<file path="src/rtl/dfc_arbiter.sv">
// Two-host round-robin arbiter and sequencer for a shared DFC compute unit.
// One host at a time owns the DFC. The owner's command is issued, then either
// its load bytes are streamed in or the result beats are routed back to it.
module dfc_arbiter #(
  parameter int DATA_W    = 8,
  parameter int OUT_W     = 9,
  parameter int LOAD_LEN  = 8,
  parameter int STORE_LEN = 4
) (
  input  logic              clk,
  input  logic              reset,
  input  logic              h0_req,
  input  logic [1:0]        h0_cmd,
  input  logic [DATA_W-1:0] h0_datain,
  output logic              h0_gnt,
  output logic              h0_rd,
  output logic              h0_out_valid,
  output logic              h0_err,
  input  logic              h1_req,
  input  logic [1:0]        h1_cmd,
  input  logic [DATA_W-1:0] h1_datain,
  output logic              h1_gnt,
  output logic              h1_rd,
  output logic              h1_out_valid,
  output logic              h1_err,
  output logic [OUT_W-1:0]  dout,
  output logic [1:0]        dfc_cmd,
  output logic              dfc_cmd_valid,
  output logic [DATA_W-1:0] dfc_datain,
  input  logic              dfc_busy,
  input  logic              dfc_output_valid,
  input  logic [OUT_W-1:0]  dfc_dataout
);

  localparam int MAX_LEN = (LOAD_LEN > STORE_LEN) ? LOAD_LEN : STORE_LEN;
  localparam int CNT_W   = $clog2(MAX_LEN + 1);

  localparam logic [1:0] CMD_LOAD    = 2'b00;
  localparam logic [1:0] CMD_ILLEGAL = 2'b11;

  typedef enum logic [1:0] {
    IDLE  = 2'd0,
    ISSUE = 2'd1,
    LOAD  = 2'd2,
    DRAIN = 2'd3
  } state_t;

  state_t            state;
  logic              owner;
  logic              last_served;
  logic [CNT_W-1:0]  cnt;

  logic [1:0]        own_cmd;
  logic [DATA_W-1:0] own_datain;
  logic              pick;
  logic              any_req;
  logic              busy_phase;

  // Owner-selected host signals and the round-robin pick for the next grant.
  always_comb begin
    own_cmd    = owner ? h1_cmd    : h0_cmd;
    own_datain = owner ? h1_datain : h0_datain;
    any_req    = h0_req | h1_req;
    // On a tie the host that was not served last wins; otherwise the lone requester.
    pick       = (h0_req && h1_req) ? ~last_served : h1_req;
  end

  // Sequencer: grant, issue command, then stream load bytes or count result beats.
  always_ff @(posedge clk or posedge reset) begin
    if (reset) begin
      state       <= IDLE;
      owner       <= 1'b0;
      last_served <= 1'b1;
      cnt         <= '0;
    end else begin
      case (state)
        IDLE: begin
          if (!dfc_busy && any_req) begin
            owner       <= pick;
            last_served <= pick;
            state       <= ISSUE;
          end
        end
        ISSUE: begin
          cnt <= '0;
          if (own_cmd == CMD_ILLEGAL)   state <= IDLE;
          else if (own_cmd == CMD_LOAD) state <= LOAD;
          else                          state <= DRAIN;
        end
        LOAD: begin
          if (cnt == CNT_W'(LOAD_LEN - 1)) begin
            cnt   <= '0;
            state <= IDLE;
          end else begin
            cnt <= cnt + CNT_W'(1);
          end
        end
        DRAIN: begin
          if (dfc_output_valid) begin
            if (cnt == CNT_W'(STORE_LEN - 1)) begin
              cnt   <= '0;
              state <= IDLE;
            end else begin
              cnt <= cnt + CNT_W'(1);
            end
          end
        end
        default: state <= IDLE;
      endcase
    end
  end

  // Output decode from the registered state/owner; DFC strobes gated by phase.
  always_comb begin
    busy_phase    = (state != IDLE);
    h0_gnt        = busy_phase && !owner;
    h1_gnt        = busy_phase &&  owner;
    h0_rd         = (state == LOAD) && !owner;
    h1_rd         = (state == LOAD) &&  owner;
    h0_out_valid  = (state == DRAIN) && !owner && dfc_output_valid;
    h1_out_valid  = (state == DRAIN) &&  owner && dfc_output_valid;
    h0_err        = (state == ISSUE) && !owner && (own_cmd == CMD_ILLEGAL);
    h1_err        = (state == ISSUE) &&  owner && (own_cmd == CMD_ILLEGAL);
    dfc_cmd_valid = (state == ISSUE) && (own_cmd != CMD_ILLEGAL);
    dfc_cmd       = dfc_cmd_valid ? own_cmd : 2'b00;
    dfc_datain    = (state == LOAD) ? own_datain : '0;
    dout          = dfc_dataout;
  end

endmodule

</file>
<file path="config.mk">
export PLATFORM = sky130hd
export DESIGN_NAME = dfc_arbiter
export DESIGN_NICKNAME = d
export VERILOG_FILES = /design/src/rtl/dfc_arbiter.sv
export SDC_FILE = /design/constraint.sdc
export NUM_CORES = 1
export LEC_CHECK = 0
export BUFFER_PORTS_ARGS = -buffer_cell sky130_fd_sc_hd__buf_2
export CAP_MARGIN = 20
export CORE_MARGIN = 2
export CORE_UTILIZATION = 42
export CTS_CLUSTER_SIZE = 10
export DETAILED_ROUTE_END_ITERATION = 10
export PLACE_DENSITY_LB_ADDON = 0.08
export SYNTH_ARGS = -nofsm -noshare
export SYNTH_HDL_FRONTEND = slang
export SYNTH_SLANG_ARGS = --single-unit
</file>
<file path="constraint.sdc">
create_clock -name clk -period 3.99 [get_ports clk]
set_clock_uncertainty 0.15 [all_clocks]
set_input_delay 0.798 -clock clk [delete_from_list [all_inputs] [get_ports clk]]
set_output_delay 0.798 -clock clk [all_outputs]
set_load 0.05 [all_outputs]
</file>
* After elaboration in Yosys (flattened, before gate mapping)
Cells that the tools add are included.
Operators by class: $add $sub $neg 1, eq/ne operators 11, muxes and demuxes 16, bitwise logic cells 2, reductions and logical operators 24
Operator list (count):
- $mux 8 | 2
- $logic_and 1x1->1 | 15
- $mux 2 | 7
- $mux 4 | 3
- $pmux 4 s3 | 1
- $ne 2x2->1 const B | 5
- $pmux 2 s4 | 1
- $eq 2x2->1 const B | 3
- $add 4x1->4 const B | 1
- $eq 4x2->1 const B | 1
- $eq 4x3->1 const B | 1
- $logic_not 2->1 | 2
- $reduce_and 2->1 | 2
- $reduce_and 4->1 | 1
- $reduce_bool 3->1 | 1
- $eq 2x1->1 const B | 1
- $logic_not 1->1 | 2
- $mux 1 | 2
- $reduce_bool 2->1 | 1
- $not 1->1 | 1
- $or 1x1->1 | 1
Storage, ports and cells: flip-flop bits (word level) 8, output and inout bits 28

* Depth between registers and ports, before layout
word-level depth 5, mapped depth 5, depth with buffers taken out 5

* Least setup slack after synthesis
No wires, ideal clock.
kind input to output, start point input h1_cmd[0], end point output dfc_cmd[0], arrival time 2.508 ns, required time 3.042 ns, path slack 0.534 ns, stages on the path 4, buffers on the path 0, path through mux2_2 -> ha_1 -> nor2_1 -> and2_1
Between the ends: word-level cells in the longest chain between the ends 4
Ends and longest elaborated chain:
- start: declaration | RTL line 20 | input logic [1:0] h1_cmd,
- $mux 2 | RTL line 61 | own_cmd = owner ? h1_cmd : h0_cmd;
- $ne 2x2->1 | RTL line 124 | dfc_cmd_valid = (state == ISSUE) && (own_cmd != CMD_ILLEGAL);
- $logic_and 1x1->1 | RTL line 124
- named net dfc_cmd_valid | RTL line 28 | output logic dfc_cmd_valid,
- $mux 2 | RTL line 125 | dfc_cmd = dfc_cmd_valid ? own_cmd : 2'b00;
- end: declaration | RTL line 27 | output logic [1:0] dfc_cmd,
The timed path passes the listed nets, and every way through them passes these cells.

* Worst setup path in the final report
start point register owner, end point output dfc_cmd[0]
Between the ends: word-level cells in the longest chain between the ends 4
Ends and longest elaborated chain:
- start: declaration | RTL line 49 | logic owner;
- start signal: assignment | RTL line 79 | owner <= pick;
- $mux 2 (*) | RTL line 61
- $ne 2x2->1 | RTL line 124
- $logic_and 1x1->1 | RTL line 124
- $mux 2 (*) | RTL line 125
Every way passes the cells marked *; elsewhere a longest branch is shown, timed or not.

==> reports/results.txt <==
The number of different library cells used by synthesis comes to 33. The dominant synthesized flop cell was sky130_fd_sc_hd__dfrtp_1. By area the synthesized netlist is led by sky130_fd_sc_hd__dfrtp_1 21%, sky130_fd_sc_hd__mux2i_1 11%, sky130_fd_sc_hd__buf_4 11%.

Setup violations remaining at the end of the flow were counted as 0. The logs give 0.540 nW for the leakage power of the design and 162 for the number of standard cells in the layout, taps in and fillers out. The aggregate routed wire length was 1900 um. At the end of the flow, the number of nets in the layout was 175. The fraction of layout instances using a drive strength above 1 was 0.394. The area added between synthesis and finish was 21.2%; the weighted congestion reported at the end of routability-driven placement was 0.790. The run gives 0 as the post-route DRC violation count.

The worst register-to-register path ends at state[0]. The initial cell density of the core was 0.458; the share of the synthesized area in the top cell type was 0.215. The later pin in the worst-skew pair is clocked with a latency of 0.25 ns. The slowest stage of the critical path is the sky130_fd_sc_hd__dfrtp_1 cell. After detailed routing, the number of vias per cell comes to 4.88. Entering global routing, the biggest net connects 18 pins.

The tools report the via count of the first global-routing pass as 624. The total count of hold-check failures in the final report was 0; the number of cells on the worst reg-to-reg path was 4. Of all cell types, the one taking the most synthesized area is sky130_fd_sc_hd__dfrtp_1. The quantity of hold-fixing buffers added after cts was 0; the number of register bits inferred by synthesis was 8. Areal power density over the cells: 893 mW/mm^2. Traced cell by cell, the critical path runs through mux2_2 -> ha_1 -> nor2_1 -> and2_1 -> buf_2. Adding up every negative setup slack in the final design gives 0 ns. The logs give 0 for the setup fix buffers added after clock tree synthesis and 14 for the violation count after the first detailed-routing iteration.

For the count of inserted antenna diode cells, the log shows 0. The tools report the CTS sink count as 8. TritonCTS built the clock tree.

The mapped netlist covers 816 sq um. The count of cells resized by post-cts repair came out at 0. The critical path arrival is 2.18 ns, and the combined global-route utilization of all metal layers is 0.162. The synthesized instance count is 104, and the delay contributed by the slowest stage of the critical path is 0.76 ns.

Along the worst path, the maximum fanout reaches 17. The worst hold-check path type was primary input to async pin. The logs give 988 sq um for the design area and 0 for the number of maximum-capacitance constraint violations. The fraction of registers with async set or reset after synthesis was 1.00. The logs give 3.04 ns for the worst endpoint required time and 4 for the number of optimization iterations in the first detailed-route pass. The floorplan step set the die width to 48.1 um. The placeable core region was 0.00178 sq mm. CTS placed an instance of sky130_fd_sc_hd__clkbuf_4 at the clock tree root. For this run the aggregate overflow at the end of global routing stands at 0. Once detail routing completed, the nets flagged for antenna violations numbered 0. The floorplan has 15 rows. The clock passes through at most 2 buffers. The logs give 319 MHz for the maximum clock frequency and 0.326 ns for the smallest hold slack. Detailed placement finished with a half-perimeter wire length of 1480 um.

After synthesis, the most frequently instantiated cells are 17 x sky130_fd_sc_hd__nor2_1, 12 x sky130_fd_sc_hd__buf_4, 12 x sky130_fd_sc_hd__nand2_1. Synthesis produced a netlist with a net count of 141. The period utilization was 0.785. Setup repair after global routing left no endpoint under its margin. Chip height: 48.1 um. The flow ran to the end, and the final reports show no timing, DRC or antenna violations.

The routed wirelength normalized by instance count is 11.7 um, and the pin slew with the least headroom to its limit is 0.660 ns. After layout, the minimum clock period comes to 3.13 ns. Cell with the most instances after synthesis: sky130_fd_sc_hd__nor2_1. The number of placed instances, taps included, is 158. The worst vdd rail ir drop was 0.558 mV; the Yosys warning count was 0. The kind of start point of the critical path is a flop. The setup check on the worst reg-to-reg path leaves a slack of 1.95 ns. Initial antenna violation count: 0. The first global-routing pass estimated 2700 um of wire. The sequential fraction of the synthesis area is 0.247. The count of boundary I/O pins was 63; the remaining max-slew budget at the tightest pin was 0.560. Via count: 790. In this run the critical register-to-register path is launched from owner. The number of slew-limit violations in the final report is 0, and the full die area is 0.00231 sq mm. TritonCTS created 3 clock buffers.

Dividing the synthesized area by the synthesized cell count gives 7.84 sq um. Clock-pin slew was measured on the worst setup and hold paths at 0.06 ns. For the placement-stage cell area, the log shows 962 sq um. The number of enable-type register cells in the synthesized netlist was 0; the deepest level of the CTS H-tree was 1. The critical path is of the flop to output pin type.

STA classifies the critical path endpoint as an output pin. Quantity of I/O buffers inserted on ports: 44.
## layout by cell type (no fill, tap or decap), types with 2 or more instances in the layout
cell	Yosys	layout
sky130_fd_sc_hd__ha_1	2	2
sky130_fd_sc_hd__o21ai_1	3	3
sky130_fd_sc_hd__a22o_1	2	2
sky130_fd_sc_hd__o21ai_0	4	4
sky130_fd_sc_hd__nor2_1	17	17
sky130_fd_sc_hd__nand3_1	2	2
sky130_fd_sc_hd__nand2b_1	3	3
sky130_fd_sc_hd__a21oi_1	2	2
sky130_fd_sc_hd__dfrtp_1	7	7
sky130_fd_sc_hd__mux2_2	2	2
sky130_fd_sc_hd__and2_1	2	2
sky130_fd_sc_hd__buf_2	3	44
sky130_fd_sc_hd__nand2_1	12	12
sky130_fd_sc_hd__nor2b_1	2	2
sky130_fd_sc_hd__and3b_1	3	3
sky130_fd_sc_hd__clkbuf_4	0	3
sky130_fd_sc_hd__mux2i_1	9	9
sky130_fd_sc_hd__inv_1	2	2
## worst max-delay path, delay by kind of cell (launching register included)
family        cells  cell delay [ns]
fa+ha+maj         1             0.21
buf+inv           1             0.25
flops             1             0.76
mux               1             0.42
simple gates      2             0.28
## how the worst max path moves through the flow
stage,from,endpoint,slack [ns]
6_report,owner,dfc_cmd[0],0.86
5_1_grt,owner,dfc_cmd[1],0.68
4_1_cts,owner,dfc_cmd[0],0.83
3_5_place_dp,owner,dfc_cmd[0],1.11
3_3_place_gp,owner,dfc_cmd[0],1.17
2_1_floorplan,h1_cmd[0],dfc_cmd[0],0.53
## cell type report
class	instances	area, sq um
fill	173	795
multi-input combinational	79	502
timing repair buffer	44	220
sequential	8	201
tap	25	31.3
clock buffer	4	26.3
inverter	2	7.51
## where the power goes
part / total [mW] / switching [mW] / internal [mW] / leakage [nW]
logic: 0.592 / 0.395 / 0.198 / 0.427
registers: 0.225 / 0.102 / 0.122 / 0.0975
clock network: 0.0662 / 0.0279 / 0.0383 / 0.0150
total: 0.883 / 0.525 / 0.358 / 0.540
## routing by layer
layer  up-vias  share of wire  track usage
li1        415              -            -
met1       344           0.47        0.248
met2        29           0.49        0.227
met3         2          0.035       0.0340
met4         0         0.0037       0.0486
met5         -              0            0
## metrics by stage
step	setup slack, ns	utilization	total power [mW]
2_1_floorplan	0.534	-	0.734
3_3_place_gp	1.17	0.540	0.812
3_5_place_dp	1.11	0.540	0.822
4_1_cts	0.827	0.554	0.891
5_1_grt	0.685	0.554	0.953
6_report	0.858	0.554	0.883
## flip-flops by register name, summed over array words and instances (netlist names)
| signal | flops |
|---|---|
| last_served | 1 |
| state | 2 |
| cnt | 4 |
| owner | 1 |
## logic make-up after synthesis
| family | after synthesis | share of synthesized area |
|---|---|---|
| AND/OR/NAND/NOR | 49 | 0.305 |
| AO/OA/AOI/OAI | 17 | 0.141 |
| buffers and inverters | 17 | 0.138 |
| multiplexers | 11 | 0.138 |
| flip-flops | 8 | 0.247 |
| adder cells (fa/ha/maj) | 2 | 0.0307 |
Note: power is estimated with default switching activity, not from simulation.
